`config.mk`:
```
export PLATFORM = sky130hd
export DESIGN_NAME = servo_ramp_controller
export DESIGN_NICKNAME = d
export VERILOG_FILES = /design/src/rtl/servo_pkg.sv /design/src/rtl/servo_step_unit.sv /design/src/rtl/servo_ramp_controller.sv
export SDC_FILE = /design/constraint.sdc
export NUM_CORES = 1
export LEC_CHECK = 0
export ABC_AREA = 1
export CORE_ASPECT_RATIO = 0.6
export CORE_MARGIN = 5
export CORE_UTILIZATION = 35
export CTS_BUF_LIST = sky130_fd_sc_hd__clkbuf_4 sky130_fd_sc_hd__clkbuf_8
export DETAILED_ROUTE_END_ITERATION = 10
export SLEW_MARGIN = 20
export SYNTH_ARGS = -nofsm -noshare
export SYNTH_HDL_FRONTEND = slang
export SYNTH_SLANG_ARGS = --single-unit
```
`constraint.sdc`:
```
create_clock -name clock -period 4.6 [get_ports clock]
set_clock_uncertainty 0.05 [all_clocks]
set_input_delay 0.92 -clock clock [delete_from_list [all_inputs] [get_ports clock]]
set_output_delay 0.92 -clock clock [all_outputs]
set_load 0.05 [all_outputs]
```
`src/rtl/servo_pkg.sv`:
```
// Shared servo constants and scan FSM state encoding.
// Also reused by the PWM serializer wrappers.
package servo_pkg;

    localparam int NCH      = 6;
    localparam int MAX_DUTY = 99;
    localparam int DUTY_W   = 7;
    localparam int CH_W     = 3;

    typedef enum logic {
        IDLE,
        SCAN
    } state_t;

endpackage

```
`src/rtl/servo_step_unit.sv`:
```
// Next-duty calculation for one channel.
// Time-shared by the scan; 8-bit math keeps duty from wrapping.
module servo_step_unit #(
    parameter int MAX_DUTY = servo_pkg::MAX_DUTY,
    parameter int STEP     = 1
) (
    input  logic [servo_pkg::DUTY_W-1:0] duty,
    input  logic [servo_pkg::DUTY_W-1:0] target,
    input  logic                         manual,
    input  logic                         up,
    input  logic                         down,
    input  logic                         selected,
    output logic [servo_pkg::DUTY_W-1:0] next_duty
);
    import servo_pkg::*;

    logic [7:0] d8;
    logic [7:0] t8;
    logic [7:0] inc8;
    logic [7:0] diff8;
    logic [7:0] amt8;
    logic [7:0] max8;

    always_comb begin
        d8    = {1'b0, duty};
        t8    = {1'b0, target};
        max8  = 8'(MAX_DUTY);
        inc8  = d8 + 8'd1;
        diff8 = (t8 > d8) ? (t8 - d8) : (d8 - t8);
        // Clamp the step so the ramp lands exactly on the target.
        amt8  = (diff8 < 8'(STEP)) ? diff8 : 8'(STEP);
        next_duty = duty;
        unique case (1'b1)
            manual && selected && up && !down:
                next_duty = (inc8 > max8) ? DUTY_W'(max8) : DUTY_W'(inc8);
            manual && selected && down && !up:
                next_duty = (d8 == 8'd0) ? '0 : DUTY_W'(d8 - 8'd1);
            !manual && (t8 > d8):
                next_duty = DUTY_W'(d8 + amt8);
            !manual && (t8 < d8):
                next_duty = DUTY_W'(d8 - amt8);
            default:
                next_duty = duty;
        endcase
    end

endmodule

```
`src/rtl/servo_ramp_controller.sv`:
```
// Multi-channel servo duty controller: one channel updated per cycle
// per tick-triggered scan, in joystick or ramp-to-target mode.
module servo_ramp_controller #(
    parameter int NCH      = servo_pkg::NCH,
    parameter int MAX_DUTY = servo_pkg::MAX_DUTY,
    parameter int STEP     = 1
) (
    input  logic               clock,
    input  logic               reset,
    input  logic               tick,
    input  logic               js_up,
    input  logic               js_down,
    input  logic [2:0]         js_sel,
    input  logic               cfg_we,
    input  logic [2:0]         cfg_ch,
    input  logic [6:0]         cfg_target,
    input  logic               cfg_manual,
    output logic [7*NCH-1:0]   duty_out,
    output logic [NCH-1:0]     at_target,
    output logic               busy
);
    import servo_pkg::*;

    state_t            state_q;
    state_t            state_d;
    logic              pending_q;
    logic              pending_d;
    logic [CH_W-1:0]   idx_q;
    logic [CH_W-1:0]   idx_d;
    logic [DUTY_W-1:0] duty_q   [NCH];
    logic [DUTY_W-1:0] target_q [NCH];
    logic [NCH-1:0]    manual_q;
    logic [DUTY_W-1:0] next_duty;
    logic [DUTY_W-1:0] cfg_clamped;

    servo_step_unit #(
        .MAX_DUTY (MAX_DUTY),
        .STEP     (STEP)
    ) u_step (
        .duty      (duty_q[idx_q]),
        .target    (target_q[idx_q]),
        .manual    (manual_q[idx_q]),
        .up        (js_up),
        .down      (js_down),
        .selected  (js_sel == idx_q),
        .next_duty (next_duty)
    );

    assign cfg_clamped = (cfg_target > DUTY_W'(MAX_DUTY))
                       ? DUTY_W'(MAX_DUTY) : cfg_target;

    always_comb begin
        state_d   = state_q;
        pending_d = pending_q;
        idx_d     = idx_q;
        unique case (state_q)
            IDLE: begin
                if (tick || pending_q) begin
                    state_d   = SCAN;
                    idx_d     = '0;
                    pending_d = 1'b0;
                end
            end
            SCAN: begin
                if (tick) pending_d = 1'b1;
                if (int'(idx_q) == NCH - 1) state_d = IDLE;
                else                        idx_d   = idx_q + 1'b1;
            end
            default: state_d = IDLE;
        endcase
    end

    always_ff @(posedge clock) begin
        if (reset) begin
            state_q   <= IDLE;
            pending_q <= 1'b0;
            idx_q     <= '0;
            manual_q  <= '1;
            for (int i = 0; i < NCH; i++) begin
                duty_q[i]   <= '0;
                target_q[i] <= '0;
            end
        end else begin
            state_q   <= state_d;
            pending_q <= pending_d;
            idx_q     <= idx_d;
            if (state_q == SCAN) duty_q[idx_q] <= next_duty;
            if (cfg_we && int'(cfg_ch) < NCH) begin
                target_q[cfg_ch] <= cfg_clamped;
                manual_q[cfg_ch] <= cfg_manual;
            end
        end
    end

    always_comb begin
        duty_out  = '0;
        at_target = '0;
        for (int i = 0; i < NCH; i++) begin
            duty_out[7*i +: 7] = duty_q[i];
            at_target[i]       = (duty_q[i] == target_q[i]);
        end
    end

    assign busy = (state_q == SCAN);

endmodule

```
==> flow_metrics.env, run 1 <==
export IMPL_core_um2=22020
export IMPL_min_path_type="flop to flop"
export IMPL_ys_warn_count=0
export IMPL_intPower_w=0.002420
export IMPL_numCtsBuffers=17
export IMPL_setup_ws_ns=-0.03998
export IMPL_clk_pin_slew_worst_paths_ns=0.07
export IMPL_swShare=0.3511
export IMPL_worst_setup_path_end_kind="flop"
export IMPL_critPathKind="flop to flop"
export IMPL_p_seq_frac=0.365
export IMPL_avgSynthCellArea_um2=7.976
export IMPL_p_leak_nw=4.841
export IMPL_min_from="manual_q[3]$_SDFFE_PP1P_"
export IMPL_gp_congestion=1.001
export IMPL_worstHoldPathCells=2
export IMPL_vias_per_cell=5.016
export IMPL_grt_pass1_vias=6979
export IMPL_max_slew_margin=0.3573
export IMPL_clk_latency_ns=0.45
export IMPL_cp_max_fo=6
export IMPL_failed_checks="setup timing"
export IMPL_tns_ns=-0.1791
export IMPL_drc=0
export IMPL_place_inst=1448
export IMPL_placed_cell_area_um2=9824
export IMPL_grt_pass1_wl_um=40900
export IMPL_drive_above_1_share=0.2617
export IMPL_fin_nets=1255
export IMPL_cap_viol_max_count=0
export IMPL_slowest_stage="dfxtp_4"
export IMPL_num_vias=7549
export IMPL_worstPathRequired_ns=4.74
export IMPL_num_antenna_cells=0
export IMPL_arrival_ns=4.78
export IMPL_finalSetupViolations=8
export IMPL_seq_area_frac_synth=0.4652
export IMPL_cts_tree="built"
export IMPL_place_hpwl_um=21690
export IMPL_wl_um=27590
export IMPL_report_final_slew_viol_count=0
export IMPL_grt_setup_unrepaired="yes"
export IMPL_pwr_share_comb=0.386
export IMPL_power_density_nw_per_um2=340.2
export IMPL_worstHoldEndpoint="manual_q[3]$_SDFFE_PP1P_"
export IMPL_cts_hold_buf=0
export IMPL_p_clk_frac=0.248
export IMPL_cp_common_cell="buf_4"
export IMPL_die_width_um=203.1
export IMPL_antenna_found_initial=1
export IMPL_grt_usage=0.2102
export IMPL_num_rows=42
export IMPL_drt_iter0_drc=906
export IMPL_hold_violations=0
export IMPL_irDropWorstVdd_mv=0.1951
export IMPL_die_area_um2=25570
export IMPL_detail_route_first_pass_iterations=5
export IMPL_die_height_um=125.9
export IMPL_area_growth_pct=40.00
export IMPL_final_util=0.4980
export IMPL_initial_utilization=0.3557
export IMPL_worst_pin_slew_ns=0.9605
export IMPL_ff2ff_path_depth=36
export IMPL_ios=69
export IMPL_grt_max_degree=21
export IMPL_clock_path_buffers=2
export IMPL_reg2reg_slack_ns=-0.04
export IMPL_p_sw_w=0.001310
export IMPL_finalCritPeriodShare=1.009
export IMPL_period_needed_ns=4.640
export IMPL_grt_overflow=0
export IMPL_synth_seq_cells=126
export IMPL_reg2reg_to="duty_q[5][2]$_DFFE_PP_"
export IMPL_portBuffers=68
export IMPL_htree_num_levels=4
export IMPL_place_ws_ns=-0.3899
export IMPL_fmax_mhz=215.5
export IMPL_slowest_delay_ns=0.40
export IMPL_outcome="finished with violations"
export IMPL_antenna_left=0
export IMPL_synth_area_um2=7833
export IMPL_root_buffer="clkbuf_8"
export IMPL_fin_cells=1505
export IMPL_synthCells=982
export IMPL_fin_area_um2=10970
export IMPL_cp_start_kind="flop"
export IMPL_wl_per_cell_um=18.33
export IMPL_cts_sinks=126
export IMPL_synth_cell_types=40
## stage by stage
step,hold slack [ns],total power (W)
2_1_floorplan,0.3787,0.002040
3_3_place_gp,0.3942,0.002539
3_5_place_dp,0.3997,0.002540
4_1_cts,0.4171,0.003597
5_1_grt,0.4279,0.003910
6_report,0.4124,0.003730
## layout make-up
cell class                 count  area, µm²
fill                        2143      11050
multi-input combinational    693       4026
sequential                   126       3651
timing repair buffer         218       1984
inverter                     151      584.3
tap                          286      357.8
clock buffer                  21      264.0
clock inverter                10      97.59
## timing repair
item | 4_1_cts | 5_1_grt
pin swaps | 42 | 55
resized for setup | 76 | 92
gates cloned | 1 | 3
setup buffers | 16 | 8
endpoints found under the setup margin | 40 | 48
hold endpoints to repair | 0 | 0
## worst max-delay path: cells and delay by family, from the launching register on
family | cells | cell delay (ns)
fa+ha+maj | 3 | 0.73
simple gates | 14 | 1.39
flops | 1 | 0.40
compound gates | 3 | 0.40
buf+inv | 16 | 1.40
## cells in the mapped netlist, drive strengths merged
| cell type | count | area share |
|---|---|---|
| nand3b | 1 | 0.00096 |
| nor4 | 7 | 0.0056 |
| a21oi | 30 | 0.020 |
| dfxtp | 14 | 0.036 |
| conb | 2 | 0.00096 |
| nor3 | 9 | 0.0064 |
| buf | 15 | 0.011 |
| nand3 | 72 | 0.047 |
| o211ai | 5 | 0.0048 |
| o21ai | 61 | 0.040 |
| nor2 | 166 | 0.081 |
| xor2 | 27 | 0.030 |
| o22ai | 15 | 0.012 |
| a31oi | 2 | 0.0016 |
| nand4 | 13 | 0.010 |
| o22a | 1 | 0.0011 |
| o41ai | 1 | 0.0011 |
| inv | 151 | 0.072 |
| nand2 | 211 | 0.10 |
| o21bai | 2 | 0.0024 |
| a211oi | 1 | 0.00096 |
| or2 | 2 | 0.0016 |
| edfxtp | 112 | 0.43 |
| fa | 3 | 0.0077 |
| ha | 25 | 0.040 |
| xnor2 | 24 | 0.027 |
| clkbuf | 10 | 0.0048 |
## power groups by stage
stage                     Combinational, W  Clock [W]  Sequential [W]
after detailed placement           0.00116          0         0.00138
after CTS                          0.00131   0.000931         0.00136
after floorplan                   0.000614          0         0.00143
final                              0.00144   0.000927         0.00136
after global routing               0.00156   0.000980         0.00137
after global placement             0.00116          0         0.00138
## registers in the layout, summed over array words and instances (netlist names), named ones only
signal and count:
pending_q 1, idx_q 3, target_q 56, duty_q 56, manual_q 6, busy 1
## cell families after synthesis
family                     share of synthesized area
and+or+nand+nor                               0.2570
buffers and inverters                        0.08818
DFF                                           0.4652
AOI/OAI and AO/OA                            0.08403
xor gates and xnor gates                     0.05703
adders and majority gates                    0.04760
other                                      0.0009588
## placed cells by master, fill, tap and decap left out, drive strengths merged, types with 24 or more instances in the layout
cell,n
buf,148
ha,25
a21oi,30
clkdlybuf4s50,68
xnor2,24
xor2,27
nand2,211
inv,151
edfxtp,112
o21ai,61
nand3,72
nor2,166
## routing by layer
metal,global-route usage,wire (µm),vias up
met4,0.03646,204,0
met3,0.06166,3192,21
met1,0.3446,13690,3527
met2,0.2699,10500,363
met5,0,0,-
li1,-,-,3638
## worst max path at each step
stage                                     startpoint                    endpoint  depth (start not counted)  slack, ns
after floorplan           duty_q[4][0]$_SDFFCE_PN0P_      duty_q[5][6]$_DFFE_PP_                         34      0.007
after global placement                          flop      duty_q[6][6]$_DFFE_PP_                         33      -0.28
after detailed placement                        flop      duty_q[6][6]$_DFFE_PP_                         32      -0.39
after CTS                                       flop  duty_q[3][6]$_SDFFCE_PN0P_                         34      -0.04
after global routing                            flop  duty_q[4][6]$_SDFFCE_PN0P_                         34      -0.19
final                                           flop      duty_q[5][2]$_DFFE_PP_                         36      -0.04
Note: power is estimated with default switching activity, not from simulation.
==> run 2, diff against run 1 <==
--- a/config.mk
+++ b/config.mk
@@ -11,7 +11,7 @@
 export CORE_UTILIZATION = 35
 export CTS_BUF_LIST = sky130_fd_sc_hd__clkbuf_4 sky130_fd_sc_hd__clkbuf_8
 export DETAILED_ROUTE_END_ITERATION = 10
-export SLEW_MARGIN = 20
+export SLEW_MARGIN = 5
 export SYNTH_ARGS = -nofsm -noshare
 export SYNTH_HDL_FRONTEND = slang
 export SYNTH_SLANG_ARGS = --single-unit
==> results of run 2 <==
The final DEF is identical to that of run 1; final timing and power are the same.
